==> src/rtl/run_sequencer_pkg.sv <==
// Shared types for the load/run/drain sequencer: FSM states and the
// 16-bit saturating run-cycle count.
package run_sequencer_pkg;

  typedef enum logic [2:0] {IDLE, LOAD, KICK, RUN, DRAIN} state_t;

  typedef logic [15:0] cyc_t;

  localparam cyc_t CYC_SAT = 16'hFFFF;

endpackage

==> src/rtl/run_sequencer_if.sv <==
// Host byte streams: operand bytes in, result bytes out, both valid/ready.
interface run_sequencer_if;

  logic       in_valid;
  logic       in_ready;
  logic [7:0] in_data;
  logic       out_valid;
  logic       out_ready;
  logic [7:0] out_data;

  modport slave (
    input  in_valid, in_data, out_ready,
    output in_ready, out_valid, out_data
  );

  modport master (
    output in_valid, in_data, out_ready,
    input  in_ready, out_valid, out_data
  );

endinterface

==> src/rtl/run_timer.sv <==
// Saturating 16-bit cycle counter with synchronous clear and a flag that
// marks the cycle whose count-up reaches LIMIT.
module run_timer
  import run_sequencer_pkg::*;
#(
  parameter int LIMIT = 4096
) (
  input  logic clk,
  input  logic reset,
  input  logic clr,
  input  logic en,
  output cyc_t cnt,
  output logic last
);

  always_ff @(posedge clk or negedge reset) begin
    if (!reset)                        cnt <= '0;
    else if (clr)                      cnt <= '0;
    else if (en && (cnt != CYC_SAT))   cnt <= cnt + 16'd1;
  end

  // Looks one count ahead so the caller can leave on the LIMIT-th cycle.
  assign last = (cnt >= cyc_t'(LIMIT - 1));

endmodule

==> src/rtl/run_sequencer.sv <==
// Host-side sequencer: streams operands into data memory, kicks the core,
// waits for done (or timeout), then streams the result block back out.
module run_sequencer
  import run_sequencer_pkg::*;
#(
  parameter int AW         = 8,
  parameter int LOAD_BASE  = 0,
  parameter int LOAD_LEN   = 64,
  parameter int RES_BASE   = 64,
  parameter int RES_LEN    = 64,
  parameter int MAX_CYCLES = 4096
) (
  input  logic                  clk,
  input  logic                  reset,
  input  logic                  start,
  output logic                  busy,
  output logic                  err,
  run_sequencer_if.slave        host,
  output logic                  mem_own,
  output logic                  mem_wr_en,
  output logic [AW-1:0]         mem_addr,
  output logic [7:0]            mem_wr_dat,
  input  logic [7:0]            mem_rd_dat,
  output logic                  core_req,
  input  logic                  core_done,
  output cyc_t                  run_cycles
);

  localparam logic [AW-1:0] LB = AW'(LOAD_BASE);
  localparam logic [AW-1:0] RB = AW'(RES_BASE);
  localparam logic [AW-1:0] LL = AW'(LOAD_LEN - 1);
  localparam logic [AW-1:0] RL = AW'(RES_LEN - 1);

  state_t        state, state_nx;
  logic [AW-1:0] idx, idx_nx;
  logic          err_nx;
  logic          tmr_clr, tmr_en, tmr_last;

  run_timer #(.LIMIT(MAX_CYCLES)) u_timer (
    .clk   (clk),
    .reset (reset),
    .clr   (tmr_clr),
    .en    (tmr_en),
    .cnt   (run_cycles),
    .last  (tmr_last)
  );

  always_ff @(posedge clk or negedge reset) begin
    if (!reset) begin
      state <= IDLE;
      idx   <= '0;
      err   <= 1'b0;
    end else begin
      state <= state_nx;
      idx   <= idx_nx;
      err   <= err_nx;
    end
  end

  assign busy = (state != IDLE);

  always_comb begin
    state_nx       = state;
    idx_nx         = idx;
    err_nx         = err;
    tmr_clr        = 1'b0;
    tmr_en         = 1'b0;
    host.in_ready  = 1'b0;
    host.out_valid = 1'b0;
    host.out_data  = '0;
    core_req       = 1'b0;
    mem_own        = 1'b1;
    mem_wr_en      = 1'b0;
    mem_addr       = LB + idx;
    mem_wr_dat     = host.in_data;
    case (state)
      IDLE: begin
        if (start) begin
          state_nx = LOAD;
          idx_nx   = '0;
          err_nx   = 1'b0;
          tmr_clr  = 1'b1;
        end
      end
      LOAD: begin
        host.in_ready = 1'b1;
        mem_wr_en     = host.in_valid;
        if (host.in_valid) begin
          if (idx == LL) begin
            idx_nx   = '0;
            state_nx = KICK;
          end else begin
            idx_nx = idx + AW'(1);
          end
        end
      end
      KICK: begin
        // done is deliberately not looked at here: it may be stale
        core_req = 1'b1;
        mem_own  = 1'b0;
        state_nx = RUN;
      end
      RUN: begin
        mem_own = 1'b0;
        tmr_en  = 1'b1;
        if (core_done) begin
          state_nx = DRAIN;
        end else if (tmr_last) begin
          err_nx   = 1'b1;
          state_nx = DRAIN;
        end
      end
      DRAIN: begin
        mem_addr       = RB + idx;
        host.out_valid = 1'b1;
        host.out_data  = mem_rd_dat;
        if (host.out_ready) begin
          if (idx == RL) begin
            idx_nx   = '0;
            state_nx = IDLE;
          end else begin
            idx_nx = idx + AW'(1);
          end
        end
      end
      default: state_nx = IDLE;
    endcase
  end

endmodule

==> src/flat_wrapper.sv <==
// flat-port wrapper written by rule: the top's interface ports become plain ports
module run_sequencer_flat import run_sequencer_pkg::*;
#(
  parameter int AW         = 8,
  parameter int LOAD_BASE  = 0,
  parameter int LOAD_LEN   = 64,
  parameter int RES_BASE   = 64,
  parameter int RES_LEN    = 64,
  parameter int MAX_CYCLES = 4096
)
  (clk, reset, start, busy, err, mem_own, mem_wr_en, mem_addr, mem_wr_dat, mem_rd_dat, core_req, core_done, run_cycles, host_in_valid, host_in_data, host_out_ready, host_in_ready, host_out_valid, host_out_data);
  run_sequencer_if host_i ();
  input  logic clk;
  input  logic reset;
  input  logic start;
  output logic busy;
  output logic err;
  output logic mem_own;
  output logic mem_wr_en;
  output logic [AW-1:0] mem_addr;
  output logic [7:0] mem_wr_dat;
  input  logic [7:0] mem_rd_dat;
  output logic core_req;
  input  logic core_done;
  output cyc_t run_cycles;
  input wire logic [$bits(host_i.in_valid)-1:0] host_in_valid;
  input wire logic [$bits(host_i.in_data)-1:0] host_in_data;
  input wire logic [$bits(host_i.out_ready)-1:0] host_out_ready;
  output wire logic [$bits(host_i.in_ready)-1:0] host_in_ready;
  output wire logic [$bits(host_i.out_valid)-1:0] host_out_valid;
  output wire logic [$bits(host_i.out_data)-1:0] host_out_data;
  assign host_i.in_valid = host_in_valid;
  assign host_i.in_data = host_in_data;
  assign host_i.out_ready = host_out_ready;
  assign host_in_ready = host_i.in_ready;
  assign host_out_valid = host_i.out_valid;
  assign host_out_data = host_i.out_data;
  run_sequencer #(.AW(AW), .LOAD_BASE(LOAD_BASE), .LOAD_LEN(LOAD_LEN), .RES_BASE(RES_BASE), .RES_LEN(RES_LEN), .MAX_CYCLES(MAX_CYCLES)) u_core (.clk(clk), .reset(reset), .start(start), .busy(busy), .err(err), .host(host_i), .mem_own(mem_own), .mem_wr_en(mem_wr_en), .mem_addr(mem_addr), .mem_wr_dat(mem_wr_dat), .mem_rd_dat(mem_rd_dat), .core_req(core_req), .core_done(core_done), .run_cycles(run_cycles));
endmodule
==> config.mk <==
export PLATFORM = sky130hd
export DESIGN_NAME = run_sequencer_flat
export DESIGN_NICKNAME = d
export VERILOG_FILES = /design/src/rtl/run_sequencer_pkg.sv /design/src/rtl/run_sequencer_if.sv /design/src/rtl/run_timer.sv /design/src/rtl/run_sequencer.sv /design/src/flat_wrapper.sv
export SDC_FILE = /design/constraint.sdc
export NUM_CORES = 1
export LEC_CHECK = 0
export BUFFER_PORTS_ARGS = -buffer_cell sky130_fd_sc_hd__buf_2
export CAP_MARGIN = 20
export CORE_MARGIN = 1.5
export CORE_UTILIZATION = 50
export DETAILED_ROUTE_END_ITERATION = 16
export PLACE_DENSITY = 0.83
export SLEW_MARGIN = 20
export SYNTH_ARGS = -nofsm -noshare
export SYNTH_HDL_FRONTEND = slang
export SYNTH_SLANG_ARGS = --single-unit
==> constraint.sdc <==
create_clock -name clk -period 2.6 [get_ports clk]
set_clock_uncertainty 0.05 [all_clocks]
set_input_delay 0.52 -clock clk [delete_from_list [all_inputs] [get_ports clk]]
set_output_delay 0.52 -clock clk [all_outputs]
set_load 0.05 [all_outputs]
==> results.tsv <==
stage	metric	value	unit
sta	post-route-period-util	90.30	%
placed_design	gp_congestion	0.8107	
critical_path	crit_fanout	14	
synthesis	ys_types	46	
route	drc	0	
synthesis	synth_area	1918	um^2
synthesis	yosys-mux-area-fraction	3.653	%
synthesis	yosysWarningCount	0	
power	switching_share	50.81	%
power	p_sw	0.0009438	W
sta	rsz0062_at_grt	no	
synthesis	synth-async-reset-ratio	100.0	%
global_route	gr-total-overflow	0	
clock_network	ctsResizeCount	0	
sta	finalHoldViolCount	0	
placed_design	dpl_worst_slack	0.5100	ns
critical_path	rr_worst_depth	4	
route	wl_per_cell	13.83	um
global_route	grt_pass1_vias	1531	
clock_network	cts-root-buf	clkbuf_8	
cells_and_area	n_fill_cell	317	
critical_path	worst_r2r_startpoint	u_core.state[1]	
synthesis	yosys.area_share.simple	28.31	%
sta	slew_headroom	58.69	%
sta	slew_viol_final	0	
synthesis	ys_seq_elements	28	
clock_network	tritoncts	built	
cells_and_area	final_layout_size_suffix_gt1_share	28.40	%
sta	tightest_slew	0.6197	ns
critical_path	cp.arrival	1.78	ns
critical_path	crit_family	simple AND/OR/NAND/NOR gates	
global_route	grt_use_total	20.45	%
sta	setup_ws	0.2522	ns
synthesis	ys_seq_area_share	36.53	%
synthesis	synth_edf_count	0	
route	antenna_left	0	
sta	timing.fmax	425.9	MHz
placed_design	port_buffers	52	
worst_hold_path	hp-class	in2async	
synthesis	avgSynthCellArea	8.758	um^2
power	p_int	0.0009139	W
synthesis	synth_compound_area_share	17.61	%
route	first_pass_iters	4	
synthesis	yosysMostFrequentCell	dfrtp_1	
floorplanning	pin_count	69	
route	drt_iter0_markers	84	
power	pwr_density_cell	854.8	nW/um^2
cells_and_area	diodes	0	
flow_run	drv_cap	0	
clock_network	post_cts_buffers	0	
clock_network	cts.hold.buffers_added	0	
critical_path	regToRegEndpoint	u_core.u_timer.cnt[13]	
floorplanning	rows	22	
synthesis	ys_top_cells_by_count	dfrtp_1 (28), nand2_1 (21), buf_4 (14), a21oi_1 (13), inv_1 (12)	
placed_design	dpl.hpwl	3165	um
critical_path	start_kind	flip-flop	
synthesis	synth.largest_area_cell	dfrtp_1	
route	vias_per_cell	5.810	
power	clockPowerShare	14.7	%
clock_network	htreeDepth	1	
global_route	antenna_found_initial	0	
power	vdd_ir_drop_max	0.0005996	V
synthesis	netlist.area_leader.share	36.53	%
cells_and_area	synthToLayoutAreaGrowth	13.31	%
clock_network	clk_pin_slew	0.10	ns
critical_path	crit_type	reg2out	
floorplanning	die_w	64.94	um
global_route	grt_pass1_wl	6858	um
critical_path	cp.buffers_inverters	1	
critical_path	slowest_delay	0.55	ns
clock_network	cts.path.max_buffers	2	
clock_network	clock_sinks	28	
synthesis	synthXorXnorAreaFrac	1.370	%
clock_network	clk_latency	0.28	ns
outcome	outcome	completed	
floorplanning	dieHeight	64.94	um
global_route	grt_max_degree	29	
floorplanning	start_util	52.39	%
synthesis	synthTopCellsByArea	dfrtp_1 (37%), buf_4 (5.5%), nand2_1 (4.1%), mux2i_1 (3.7%), o31ai_1 (3.5%)	
power	seqPwrFrac	30.5	%
sta	period_needed	2.348	ns
route	vias	1772	
synthesis	synthCells	219	
critical_path	critical-path-slowest-cell	dfrtp_1	
critical_path	rrSetupSlack	0.46	ns
floorplanning	design.die.area	4217	um^2
cells_and_area	layout.nets	283	
synthesis	synthAdderAreaFrac	1.957	%
synthesis	synth_ff_type	dfrtp_1	
sta	fin_tns_setup	0	ns
floorplanning	core-area	3661	um^2
synthesis	synth_nets	244	
critical_path	required	2.03	ns
power	power.leakage	1.008	nW
critical_path	cp_cell_sequence	or2_2 > nor2_2 > nand2_1 > o21ai_0 > buf_2	
route	finalWirelength	4218	um
clock_network	cts_buffers	3	
sta	finalSetupViolCount	0	
power	combPwrFrac	54.8	%
synthesis	synth_top_family_by_area	simple AND/OR/NAND/NOR gates	
critical_path	cp-end-kind	output port	
## per-layer routing
metal	up-vias	wire length, um	global-route usage [%]
li1	879	-	-
met1	824	1991	29.20
met2	65	1930	32.99
met3	4	253	2.083
met4	0	43	5.585
met5	-	0	0
## power by group through the flow
stage	logic [W]	registers (W)	clock network [W]
2_1_floorplan	0.000864	0.000568	0
3_3_place_gp	0.00101	0.000568	0
3_5_place_dp	0.00102	0.000574	0
4_1_cts	0.00102	0.000564	0.000277
5_1_grt	0.00110	0.000579	0.000297
6_report	0.00102	0.000567	0.000273
## stage by stage
stage                     power (W)  cell area (um^2)  hold slack [ns]  utilization [%]  instances
after global routing       0.001976              2173           0.2413            59.36        305
after global placement     0.001579              2118           0.4418            57.86        301
final                      0.001858              2173           0.1964            59.36        305
after CTS                  0.001861              2173           0.2199            59.36        305
after detailed placement   0.001591              2118           0.4404            57.86        301
after floorplan            0.001432              1926           0.1744                -        219
## sequential cells by signal, indices dropped and copies added (netlist names)
name                cells
u_core.u_timer.cnt     16
u_core.idx              8
u_core.err              1
u_core.state            3
## worst reg2reg max path, stage by stage, from the launching register on
cell and delay [ns]:
dfrtp_1 0.63, nand4b_1 0.16, or4_1 0.54, or4_1 0.54
a21oi_1 0.15
## worst max-delay path by stage
stage	startpoint	endpoint	cells past startpoint
after CTS	u_core.state[0]	mem_addr[7]	5
after floorplan	u_core.state[2]	mem_addr[7]	4
after global routing	u_core.state[0]	mem_addr[7]	5
final	u_core.state[1]	mem_addr[7]	5
after detailed placement	u_core.state[1]	u_core.u_timer.cnt[13]	4
after global placement	u_core.state[1]	u_core.u_timer.cnt[13]	4
## cell type report
type                            count  area, um^2  area share, %
Tap cell                           48       60.06          2.763
Multi-Input combinational cell    157        1022          47.04
Timing Repair Buffer               56       290.3          13.36
Inverter                           12       45.04          2.073
Sequential cell                    28       700.7          32.24
Clock buffer                        4       55.05          2.533
## placed cells by master (no fill, tap or decap), types with 2 or more instances in the layout
cell	instances
o31ai_1	9
nand2b_1	3
and3_1	10
o22ai_1	2
dfrtp_1	28
nand3_1	6
buf_4	4
a211oi_1	4
nand2_1	21
ha_1	3
o41ai_1	3
a2bb2oi_1	2
nand4_1	5
buf_2	52
nor2_1	8
o21ai_0	10
or3_1	3
clkbuf_8	4
inv_1	12
a21oi_1	13
xnor2_1	2
nand4b_1	2
nor3_1	5
nor4b_1	2
or4_1	6
o211ai_1	2
nor4_1	3
and2_1	2
or2_2	5
and4_1	3
or3_2	2
mux2i_1	7
## cell families (layout without fill, tap and decap cells)
| logic type | Yosys count | after routing |
|---|---|---|
| flip-flops | 28 | 28 |
| multiplexers | 7 | 7 |
| adder cells (fa/ha/maj) | 3 | 3 |
| AO/OA/AOI/OAI | 51 | 51 |
| AND/OR/NAND/NOR | 93 | 93 |
| buffers and inverters | 34 | 72 |
| XOR/XNOR | 3 | 3 |
(Power assumes the default switching activity.)
